$ cat src/rtl/mem_arbiter.sv
// mem_arbiter: two-requester round-robin arbiter and access sequencer.
// Optional grant counters are enabled with MEM_ARBITER_STATS_EN.
module mem_arbiter #(
  parameter int AW = 8,
  parameter int DW = 32
) (
  input  logic          CLK,
  input  logic          reset,
  input  logic          req0,
  input  logic          we0,
  input  logic          byte0,
  input  logic [AW-1:0] addr0,
  input  logic [DW-1:0] wdata0,
  output logic          ack0,
  input  logic          req1,
  input  logic          we1,
  input  logic          byte1,
  input  logic [AW-1:0] addr1,
  input  logic [DW-1:0] wdata1,
  output logic          ack1,
  output logic [DW-1:0] rdata,
  output logic          busy,
`ifdef MEM_ARBITER_STATS_EN
  input  logic          stats_clr,
  output logic [15:0]   grant_cnt0,
  output logic [15:0]   grant_cnt1,
`endif
  output logic [AW-1:0] mem_address,
  output logic [DW-1:0] mem_data_in,
  output logic          mem_we_byte,
  output logic          mem_we_word,
  output logic          mem_out_byte,
  input  logic [DW-1:0] mem_data_out
);

  typedef enum logic [1:0] {
    IDLE,
    ACCESS,
    DONE
  } state_t;

  state_t        state;
  state_t        state_nxt;
  logic          prio;
  logic          grant;
  logic          win;
  logic          cmd_id;
  logic          cmd_we;
  logic          cmd_byte;
  logic [AW-1:0] cmd_addr;
  logic [DW-1:0] cmd_wdata;
  logic [DW-1:0] rdata_q;
  logic          acc;
  logic          done;

  // Next state and winner selection
  always_comb begin
    state_nxt = state;
    grant     = 1'b0;
    win       = prio;
    unique case (state)
      IDLE: begin
        if (req0 || req1) begin
          grant     = 1'b1;
          win       = (req0 && req1) ? prio : req1;
          state_nxt = ACCESS;
        end
      end
      ACCESS: state_nxt = DONE;
      DONE:   state_nxt = IDLE;
      default: state_nxt = IDLE;
    endcase
  end

  // State, priority pointer, command latch and read data register
  always_ff @(posedge CLK) begin
    if (reset) begin
      state     <= IDLE;
      prio      <= 1'b0;
      cmd_id    <= 1'b0;
      cmd_we    <= 1'b0;
      cmd_byte  <= 1'b0;
      cmd_addr  <= '0;
      cmd_wdata <= '0;
      rdata_q   <= '0;
    end else begin
      state <= state_nxt;
      if (grant) begin
        prio      <= ~win;
        cmd_id    <= win;
        cmd_we    <= win ? we1    : we0;
        cmd_byte  <= win ? byte1  : byte0;
        cmd_addr  <= win ? addr1  : addr0;
        cmd_wdata <= win ? wdata1 : wdata0;
      end
      if (acc && !cmd_we) begin
        rdata_q <= mem_data_out;
      end
    end
  end

  assign acc  = (state == ACCESS);
  assign done = (state == DONE);

  // Strobes are killed by reset so an in-flight write never commits
  assign mem_we_word  = acc & cmd_we & ~cmd_byte & ~reset;
  assign mem_we_byte  = acc & cmd_we & cmd_byte & ~reset;
  assign mem_out_byte = acc & ~cmd_we & cmd_byte & ~reset;
  assign mem_address  = cmd_addr;
  assign mem_data_in  = cmd_wdata;

  assign ack0  = done & ~cmd_id & ~reset;
  assign ack1  = done & cmd_id & ~reset;
  assign busy  = (state != IDLE);
  assign rdata = rdata_q;

`ifdef MEM_ARBITER_STATS_EN
  // Saturating per-requester grant counters; clear beats a grant
  always_ff @(posedge CLK) begin
    if (reset || stats_clr) begin
      grant_cnt0 <= '0;
      grant_cnt1 <= '0;
    end else if (grant) begin
      if (!win && grant_cnt0 != 16'hFFFF) begin
        grant_cnt0 <= grant_cnt0 + 16'd1;
      end
      if (win && grant_cnt1 != 16'hFFFF) begin
        grant_cnt1 <= grant_cnt1 + 16'd1;
      end
    end
  end
`endif

endmodule

$ cat config.mk
export PLATFORM = sky130hd
export DESIGN_NAME = mem_arbiter
export DESIGN_NICKNAME = d
export VERILOG_FILES = /design/src/rtl/mem_arbiter.sv
export SDC_FILE = /design/constraint.sdc
export NUM_CORES = 1
export LEC_CHECK = 0
export CORE_AREA = 2 2 92 94
export DETAILED_ROUTE_END_ITERATION = 8
export DIE_AREA = 0 0 94 96
export PLACE_DENSITY = 0.84
export REMOVE_ABC_BUFFERS = 1
export SETUP_SLACK_MARGIN = 0.1
export SLEW_MARGIN = 0
export SYNTH_ARGS = -nofsm -noshare
export SYNTH_HDL_FRONTEND = slang
export SYNTH_SLANG_ARGS = --single-unit
$ cat constraint.sdc
create_clock -name CLK -period 2.5 [get_ports CLK]
set_input_delay 0.5 -clock CLK [delete_from_list [all_inputs] [get_ports CLK]]
set_output_delay 0.5 -clock CLK [all_outputs]
set_load 0.01 [all_outputs]
; After elaboration in Yosys (flattened, before gate mapping)
; Cells that the tools add are included.
[classes]
eq_ne = 3
muxes = 11
bitwise = 17
n_reduce_logical = 6
[ops]
columns = cell, n
row1 = 32-bit two-way mux, 1
row2 = 1-bit AND, 12
row3 = 8-bit two-way mux, 1
row4 = 1-bit two-way mux, 7
row5 = 1-bit inverter, 5
row6 = 2-bit case mux with 2 select lines, 1
row7 = 2-bit by 1-bit equality test with 1-bit output (second input constant), 1
row8 = 2-bit equality test (second input constant), 1
row9 = 1-bit logical AND, 2
row10 = 2-bit zero test, 1
row11 = 2-bit two-way mux, 1
row12 = 2-bit != test (second input constant), 1
row13 = 2-bit nonzero test, 1
row14 = 1-bit zero test, 1
row15 = 1-bit logical OR, 1
[word_totals]
ff_bits = 78
in_bits = 120
output_inout_bits = 78
elab_cells = 45

; Depth between registers and ports, before layout
; Gate-level depths: netlist (run 1).
[depth]
word_depth = 5
mapped_depth = 7
ltp_nobuf = 4

; Worst setup path before layout (run 1)
; Ideal clock, no wire load.
[synth_timing]
kind = register to output
start = reg state[1]
end = out mem_out_byte
arrival_time_ns = 1.431
t_required_ns = 2.000
setup_slack_ns = 0.569
stages_incl_launch_ff = 6
path_buffers = 2
path_cell_list = dfxtp_1 > nand2b_1 > or2_2 > clkbuf_1 > clkbuf_1 > nor3b_1
[synth_between]
elab_chain_len = 4
[synth_rtl]
columns = item, line
row1 = "start, declared", 42  ; state_t state;
row2 = "start signal, assigned", 87  ; state <= state_nxt;
row3 = 2-bit by 1-bit equality test with 1-bit output, 102  ; assign acc = (state == ACCESS);
row4 = 1-bit AND (3 in series), 108  ; assign mem_out_byte = acc & ~cmd_we & cmd_byte & ~reset;
row5 = "end, declared", 32  ; output logic mem_out_byte,
; Every way passes these cells.

; Final worst setup path (run 1)
[layout_timing]
start = reg state[1]
end = out mem_we_word
[layout_between]
elab_chain_len = 4
[layout_rtl]
columns = item, line
row1 = 2-bit by 1-bit equality test with 1-bit output, 102
row2 = 1-bit AND (3 in series), 106  ; assign mem_we_word = acc & cmd_we & ~cmd_byte & ~reset;
row3 = "end, declared", 31  ; output logic mem_we_word,
; Every way passes these cells.

==> metrics, run 1 <==
Bufs on Longest Clock Path=2; first-pass GRT wire length=16500 um; Fmax=439 MHz; DRC viols=0; fin crit share=91.1%; Pleak=1.97 nW; Detailed Place HPWL=roughly 7800 um; diodes inserted=0; final hold vios=0; area leader, netlist=dfxtp_1; vias in the first global route=3480; # nets final=707; gr ovfl total=0; Power Density=642 nW/um^2; maximum number of pins on one net before global-route repair=87; Max Fanout on Critical Path=6; I/O pin total=198; Setup Buffers After CTS=0; Sequential Power Share=41.3%; xor/xnor share of the synthesized area=0%; warnings from Yosys=0; CP Launch Type=register; Die Footprint=roughly 9000 um^2; post-synthesis simple-gate area fraction=between 30% and 40%; antenna violations before repair=1; DIE WIDTH=between 90 and 100 um; synth top area cells=dfxtp_1 (49%), nor3_1 (13%), nor4_1 (8.3%), nand2_1 (8.0%), nor2_1 (5.7%); CTS buffer count=9; worst hold path class=register to register; drt initial violations=112; First-pass DRT Iterations=4; number of synthesized flops with an enable pin=0; global-route usage over all layers=23.1%; worst slew pin tran=0.452 ns; register bit total from synthesis=78; top_reg_cell synth=dfxtp_1; CTS H-tree depth=3; Vias=3639; WP data required=2.00 ns; post-synth top area share=just under 50%; share of cells above drive strength 1=6.76%; net switching power figure=1.01 mW; vias per std cell=around 5.2; most instantiated library cell after synthesis=nor3_1; CTS tree=built; clock sinks=78; asr flop ratio synth=0%; CP Class=register to output pin; area of placed instances=between 5000 and 6000 um^2; status=finished, final reports clean; worst skew pair latency=0.34 ns; Worst-path clk slew=approximately 0.08 ns; overall power=approximately 3.5 mW; crit path DAT=1.78 ns; area grow syn2layout=72.7%; Die Span Y=96 um; ANT nets after route=0; min cycle time layout=2.28 ns; final WL=10700 um; Compound-Gate Fraction of Synth Area=6.62%; Fin Clk Skew=0.0101 ns; design area=5460 um^2; Synth top cells by count=nor3_1 (84), dfxtp_1 (78), nand2_1 (67); PnR worst setup slack=0.222 ns; post-synthesis adder-cell area fraction=0%; cell row count=33; gpl congestion=0.812; synthesized cell area=3160 um^2; hold slack=0.457 ns; syn avg cell area=~7.8 um^2; pre-CTS setup slack=between 0.15 and 0.2 ns; Initial Util=slightly below 40%; clock network fraction of total power=a little under a third; sequential element share of the synthesized area=49.4%; PortBufs=197; Setup crit end kind=output pin; Max Cap Viol=0; drt wl/cell=15.4 um; Synth cell types=22; root buffer cell=clkbuf_8; Max IR drop VDD=between 0.0003 and 0.0004 V; Gate power share=27.8%; Pint=between 2 and 2.5 mW; area of the core=8050 um^2; RSZ-0062 raised after global routing=no; switch share=28.9%; mux share of post-synthesis cell area=0%; final-report setup violation count=0; final core utilization=a little under 70%; largest family of logic cells by synthesized area=simple AND/OR/NAND/NOR gates; Relative slew margins=69.7%; post-synthesis cell count=404; Final Slew Violations=0
==> state kept, by name (all words and copies together), names as in the netlist <==
register / count
prio: 1
state: 2
cmd_id: 1
rdata: 32
mem_data_in: 32
mem_address: 8
cmd_we: 1
cmd_byte: 1
==> repair_timing <==
item | CTS | global route
cloned | 0 | 0
resized for setup | 2 | 2
hold endpoints to repair | 0 | 0
endpoints found under the setup margin | 1 | 2
hold buffers | 0 | 0
pin swaps | 0 | 0
==> layout by cell type, fill, tap and decap left out, types with 2 or more instances in the layout <==
master           Yosys  routed
nor3_1              84      84
nor4_1              42      42
clkdlybuf4s50_1      0     194
nand2_1             67      67
dfxtp_1             78      77
nor2_1              48      46
or2_2                1       2
a21oi_1             33      33
buf_12               0       2
buf_4                0      11
bufinv_16            0       2
clkbuf_8             0      10
clkinvlp_4           0       2
inv_6                0       2
nor2_2               1       2
==> power groups by stage <==
| stage | Sequential, mW | Clock (mW) | Combinational (mW) |
|---|---|---|---|
| floorplan | 1.52 | 0 | 0.319 |
| global placement | 1.47 | 0 | 0.949 |
| detailed placement | 1.47 | 0 | 0.969 |
| CTS | 1.45 | 1.11 | 0.976 |
| global route | 1.46 | 1.16 | 1.06 |
| finish | 1.45 | 1.08 | 0.972 |
==> routing by layer <==
metal | global-route usage, % | up-vias | share of wire [%]
li1 | - | 1766 | -
met1 | 26.6 | 1682 | 39
met2 | 41.1 | 170 | 50
met3 | 7.60 | 19 | 8.7
met4 | 6.88 | 2 | 1.5
met5 | 0 | - | 0.12
==> final cells by class <==
type                            instances  area, um^2
Fill cell                             650        2600
Multi-Input combinational cell        288        1440
Clock inverter                          6        92.6
Timing Repair Buffer                  210        2090
Clock buffer                           10         138
Sequential cell                        78        1560
Tap cell                              105         131
==> final timing paths <==
| check | slack, ns | endpoint | cells after the start | from |
|---|---|---|---|---|
| worst min register to register | 0.46 | rdata[11] | 2 | rdata[11] |
| worst min-delay path | 0.46 | rdata[11] | 2 | rdata[11] |
| worst max register to register | 0.76 | mem_data_in[17] | 5 | state[1] |
| worst max-delay path | 0.22 | mem_we_word | 5 | state[1] |
==> metrics by stage <==
stage | instances | TNS [ns]
finish | 697 | 0
global route | 697 | 0
CTS | 697 | 0
detailed placement | 681 | 0
global placement | 681 | 0
floorplan | 366 | -3.87
==> logic make-up (layout without fill, tap and decap cells) <==
family / Yosys count / count (layout)
simple gates: 251 / 251
flops: 78 / 78
buf+inv: 38 / 226
compound gates: 37 / 37
==> critical path, cell delays in order (launching register included) <==
cell             delay (ns)
dfxtp_1                0.37
nand2b_1               0.22
nor2_2                 0.14
nand2_1                0.07
nor2_1                 0.08
clkdlybuf4s50_1        0.55
Power figures use the tool's default switching activity.
==> run 2: changes to the inputs <==
PLACE_DENSITY = 0.9   (was 0.84)
==> run 2 against run 1 <==
Compared with the run above:
- largest cell class unchanged
- register-to-register slack gained 0.02 ns
- non-clock buffer count shrank 1
- critical path depth shrank 1
- sequential power is essentially flat
- sequential share of layout area grew 0.18 points
- die area is the same
- power shrank 5.9%
- combinational power grew 1%
- first-iteration DRC count shrank 11%
- maximum frequency is essentially flat
- hold slack lost 0.042 ns
==> metrics, run 2 (synthesis results as in run 1) <==
Hold-fix buffers, CTS=0 (unchanged); gpl congestion=0.752 (-7.4%); Gate power share=29.9% (+2.1 points); crit path DAT=1.78 ns (about the same); Worst path slowest cell=clkdlybuf4s50_1; gr ovfl total=0 (unchanged); worst hold path class=input pin to register; area of the core=8050 um^2 (unchanged); Vias=3621 (-0.49%); final-report setup violation count=0 (unchanged); CTS buffer count=9 (unchanged); DIE WIDTH=94 um (unchanged); clock network fraction of total power=26.2% (-4.7 points); critical path cell sequence=nand2b_1 > nor2_1 > and3_1 > clkdlybuf4s50_1; Hold Path Depth=2 (unchanged); commonest non-fill, non-tap cell in the layout=clkdlybuf4s50_1; Sequential Power Share=43.9% (+2.6 points); PnR worst setup slack=0.221 ns (-0.000522 ns); WP data required=2.00 ns (about the same); Fmax=439 MHz (about the same); antenna violations before repair=0 (-1); Setup Buffers After CTS=0 (unchanged); multi-input logic area=1440 um^2 (-0.17%); net switching power figure=1.00 mW (-1.0%); Setup crit end kind=output pin; Fin Clk Skew=0.0135 ns (+0.00338 ns); worst skew pair latency=0.34 ns (about the same); final WL=10300 um (-4.1%); area grow syn2layout=71.7%; Worst-path clk slew=0.09 ns (about the same); leading cell types in the layout, fill and taps excluded=clkdlybuf4s50_1 (195), nor3_1 (84), dfxtp_1 (77), nand2_1 (67), nor2_1 (47); Pint=2.30 mW (-7.8%); Max Fanout on Critical Path=6 (unchanged); clock sinks=78 (unchanged); PortBufs=197 (unchanged); Fillers=639 (-1.7%); worst slew pin tran=0.459 ns (+0.00679 ns); I/O pin total=198 (unchanged); Worst path max stage delay=0.53 ns (-0.02 ns); global-route usage over all layers=22.7% (-0.44 points); Initial Util=39.2% (unchanged); Die Span Y=96 um (unchanged); drt wl/cell=14.8 um (-3.9%); pre-CTS setup slack=0.116 ns (-0.0583 ns); root buffer cell=clkbuf_8; Final Slew Violations=0 (unchanged); Bufs on Longest Clock Path=2 (unchanged); RSZ-0062 raised after global routing=no; drt initial violations=100 (-11%); min cycle time layout=2.28 ns (+0.000522 ns); Power Density=608 nW/um^2 (-5.3%); CP Launch Type=register; final hold vios=0 (unchanged); total negative slack=0 ns (unchanged); FF/Latch Area=1560 um^2 (unchanged); First-pass DRT Iterations=4 (unchanged); diodes inserted=0 (unchanged); Reg2Reg Depth=5 (unchanged); CTS tree=built; CTS H-tree depth=3 (unchanged); switch share=30.3% (+1.5 points); Max IR drop VDD=0.000453 V (+37%); maximum number of pins on one net before global-route repair=61 (-30%); # nets final=706 (-0.14%); Detailed Place HPWL=7600 um (-2.1%); status=finished, final reports clean; cell row count=33 (unchanged); vias in the first global route=3519 (+1.1%); fin crit share=91.1% (about the same); ANT nets after route=0 (unchanged); first-pass GRT wire length=16300 um (-1.5%); vias per std cell=5.20 (-0.35%); DRC viols=0 (unchanged); CP Class=register to output pin; Pleak=1.94 nW (-1.7%); share of cells above drive strength 1=6.43% (-0.33 points); Die Footprint=9020 um^2 (unchanged); Max Cap Viol=0 (unchanged); Relative slew margins=69.2% (-0.46 points)
==> run 2: worst paths after layout <==
kind	start	endpoint	slack [ns]
worst max-delay path	state[1]	mem_we_byte	0.22
worst max register to register	state[1]	mem_data_in[25]	0.78
worst min register to register	rdata[22]	rdata[22]	0.45
worst min-delay path	reset	rdata[2]	0.42
==> run 2: layout make-up <==
| class | instances | area share (%) |
|---|---|---|
| well taps | 105 | 2.42 |
| clock inverters | 6 | 0.854 |
| flip-flops and latches | 78 | 28.8 |
| multi-input cells | 288 | 26.5 |
| clock buffers | 10 | 2.54 |
| repair buffers | 209 | 38.8 |
==> run 2: worst max-delay path, delay by kind of cell (launching register included) <==
family	cells	cell delay (ns)
simple gates	3	0.53
flops	1	0.37
buf+inv	1	0.53
==> run 2: power groups by stage <==
stage / combinational [mW] / clock, mW / sequential (mW)
after floorplan: 0.319 / 0 / 1.52
after global placement: 0.960 / 0 / 1.47
after detailed placement: 0.987 / 0 / 1.47
after CTS: 0.991 / 0.893 / 1.45
after global routing: 1.07 / 0.945 / 1.46
final: 0.984 / 0.864 / 1.45
==> run 2: layer usage <==
| layer | up-vias | track usage, % | routed length (um) |
|---|---|---|---|
| met3 | 19 | 7.91 | 1060 |
| met5 | - | 0 | 0 |
| met2 | 174 | 39.9 | 4940 |
| met4 | 0 | 9.42 | 210 |
| met1 | 1656 | 25.1 | 4100 |
| li1 | 1772 | - | - |
==> run 2: per-stage QoR <==
step	total power [mW]	hold slack [ns]	instance area, um^2	cells	util [%]
6_report	3.30	0.415	5420	696	67.3
5_1_grt	3.48	0.430	5420	696	67.3
4_1_cts	3.33	0.401	5420	696	67.3
3_5_place_dp	2.46	0.447	5240	680	65.1
3_3_place_gp	2.43	0.441	5240	680	65.1
2_1_floorplan	1.84	0.439	2960	366	-
==> run 2: timing repair <==
| action | CTS | global route |
|---|---|---|
| endpoints found under the hold margin | 0 | 0 |
| gates resized for setup | 2 | 0 |
| endpoints found under the setup margin | 1 | 0 |
==> run 3: changes to the inputs <==
CORE_AREA = 2 2 96 98   (was 2 2 92 94)
CTS_CLUSTER_DIAMETER = 60   (was unset)
DIE_AREA = 0 0 98 100   (was 0 0 94 96)
GPL_ROUTABILITY_DRIVEN = 0   (was unset)
PLACE_DENSITY = 0.84   (was 0.9)
clock period = 2.4 ns   (was 2.5 ns; I/O delays follow)
==> run 3 against run 2 <==
Compared with the run above:
- global-route usage decreased by 2.5 points
- clock-buffer cell count increased by 1
- non-clock buffer count increased by 1
- largest cell class unchanged
- largest power group unchanged
==> metrics, run 3 (synthesis results as in run 1) <==
DIE WIDTH=98 um (+4.3%); Die Span Y=100 um (+4.2%); # nets final=707 (+0.14%); Initial Util=35.5% (-3.7 points); Worst-path clk slew=0.09 ns (about the same); vias in the first global route=3458 (-1.7%); DR WL met2=4900 um (-0.81%); maximum number of pins on one net before global-route repair=47 (-23%); worst setup path start=state[1]; delay-heaviest family, CP=buffers and inverters; Max Cap Viol=0 (unchanged); vias per std cell=5.07 (-2.5%); net switching power figure=1.03 mW (+3.1%); number of stages on the worst setup path=4 (unchanged); drt wl/cell=14.7 um (-1.0%); Worst path slowest cell=clkdlybuf4s50_1; share of cells above drive strength 1=6.76% (+0.33 points); Gate power share=29.1% (-0.8 points); gr ovfl total=0 (unchanged); root buffer cell=clkbuf_8; CTS buffer count=9 (unchanged); RSZ-0062 raised after global routing=no; Bufs on Longest Clock Path=2 (unchanged); Max Fanout on Critical Path=6 (unchanged); I/O pin total=198 (unchanged); Power Density=645 nW/um^2 (+6.2%); drt initial violations=115 (+15%); Detailed Place HPWL=7480 um (-1.5%); Sequential Power Share=42.7% (-1.2 points); PortBufs=197 (unchanged); First-pass DRT Iterations=4 (unchanged); FF-to-FF End=mem_data_in[30]; final-report setup violation count=0 (unchanged); Relative slew margins=70.2% (+1.0 points); CP Launch Type=register; Critical Path Sink=mem_we_byte; top layer in use=met4; WP data required=1.92 ns (-0.08 ns); CP Class=register to output pin; worst skew pair latency=0.34 ns (about the same); Final Slew Violations=0 (unchanged); hold slack=0.458 ns (+0.0430 ns); area grow syn2layout=73.1%; Fmax=458 MHz; commonest non-fill, non-tap cell in the layout=clkdlybuf4s50_1; Buf/Inv on CP=1 (unchanged); first-pass GRT wire length=16200 um (-0.68%); Die Footprint=9800 um^2 (+8.6%); area of placed instances=5250 um^2 (+0.29%); diodes inserted=0 (unchanged); CTS tree=built; Worst R2R Setup Slack=0.70 ns (-0.08 ns); Worst path max stage delay=0.54 ns (about the same); status=finished, final reports clean; Pleak=1.97 nW (+1.6%); Pint=2.50 mW (+8.7%); Fin Clk Skew=0.0125 ns (-0.000986 ns); clock network fraction of total power=28.2% (+2.0 points); switch share=29.2% (-1.1 points); crit path DAT=1.70 ns (-0.08 ns); cell row count=35 (+6.1%); global-route usage over all layers=20.2% (-2.5 points); Reg2Reg Depth=5 (unchanged); M1 wire length=4330 um (+5.6%); CTS H-tree depth=3 (unchanged); leading cell types in the layout, fill and taps excluded=clkdlybuf4s50_1 (194), nor3_1 (84), dfxtp_1 (77), nand2_1 (67), nor2_1 (46); worst slew pin tran=0.444 ns (-0.0150 ns); critical path cell sequence=nand2b_4 > nor2_2 > and3_1 > clkdlybuf4s50_1; area of the core=8890 um^2 (+10%); DRC viols=0 (unchanged); final WL=10300 um (about the same); antenna violations before repair=0 (unchanged); DR WL met3=888 um (-16%); Vias=3567 (-1.5%); Max IR drop VDD=0.000338 V (-25%); Setup crit end kind=output pin; r2r startpoint=state[1]; min cycle time layout=2.18 ns; ANT nets after route=0 (unchanged); design area=5470 um^2 (+0.81%); worst hold path class=register to register; final hold vios=0 (unchanged); clock sinks=78 (unchanged); fin crit share=90.9%
## run 3: cell count changes in the layout (fill, tap and decap cells not counted), sizes merged
cell	before	now
buf	13	14
bufinv	0	1
clkbuf	10	11
clkdlybuf4s50	195	194
clkinv	3	2
dlymetal6s2s	0	1
inv	1	0
## run 3: power groups by stage
stage | sequential [mW] | clock (mW) | combinational [mW]
2_1_floorplan | 1.58 | 0 | 0.332
3_3_place_gp | 1.53 | 0 | 1.01
3_5_place_dp | 1.54 | 0 | 1.03
4_1_cts | 1.51 | 1.03 | 1.03
5_1_grt | 1.53 | 1.09 | 1.11
6_report | 1.51 | 0.994 | 1.03
## run 3: routing by layer
| metal | GRT usage [%] | up-vias |
|---|---|---|
| met2 | 33.7 | 158 |
| met4 | 7.80 | 0 |
| met5 | 0 | - |
| li1 | - | 1767 |
| met3 | 6.48 | 16 |
| met1 | 24.2 | 1626 |
## run 3: what timing repair did
| action | 4_1_cts | 5_1_grt |
|---|---|---|
| pin swaps | 0 | 0 |
| hold buffers | 0 | 0 |
| gates resized for setup | 2 | 3 |
| buffers inserted | 0 | 0 |
| setup endpoints to repair | 2 | 2 |
## run 3: worst register-to-register path, delay by kind of cell (launching register included)
family | cells | cell delay (ns)
buffers and inverters | 1 | 0.19
flip-flops | 1 | 0.37
AND/OR/NAND/NOR | 4 | 1.00
## run 3: layout make-up
class                           instances  area [um^2]
Clock inverter                          5         58.8
Timing Repair Buffer                  210         2120
Sequential cell                        78         1560
Multi-Input combinational cell        288         1450
Fill cell                             771         3420
Clock buffer                           11          141
Tap cell                              111          139
## run 3: how the worst min path moves through the flow
stage                    from   endpoint  depth (start not counted)
floorplan              cmd_id     cmd_id                          2
global placement    rdata[20]  rdata[20]                          2
detailed placement  rdata[24]  rdata[24]                          2
CTS                     reset       prio                          2
global route            reset  rdata[27]                          2
finish              rdata[24]  rdata[24]                          2
## run 3: per-stage QoR
stage	setup WS (ns)	total power, mW	TNS, ns	cells	utilization, %
5_1_grt	0.119	3.72	0	703	61.5
6_report	0.218	3.53	0	703	61.5
4_1_cts	0.109	3.57	0	703	61.3
2_1_floorplan	-0.172	1.92	-7.27	366	-
3_3_place_gp	0.246	2.53	0	687	59.1
3_5_place_dp	0.131	2.56	0	687	59.1
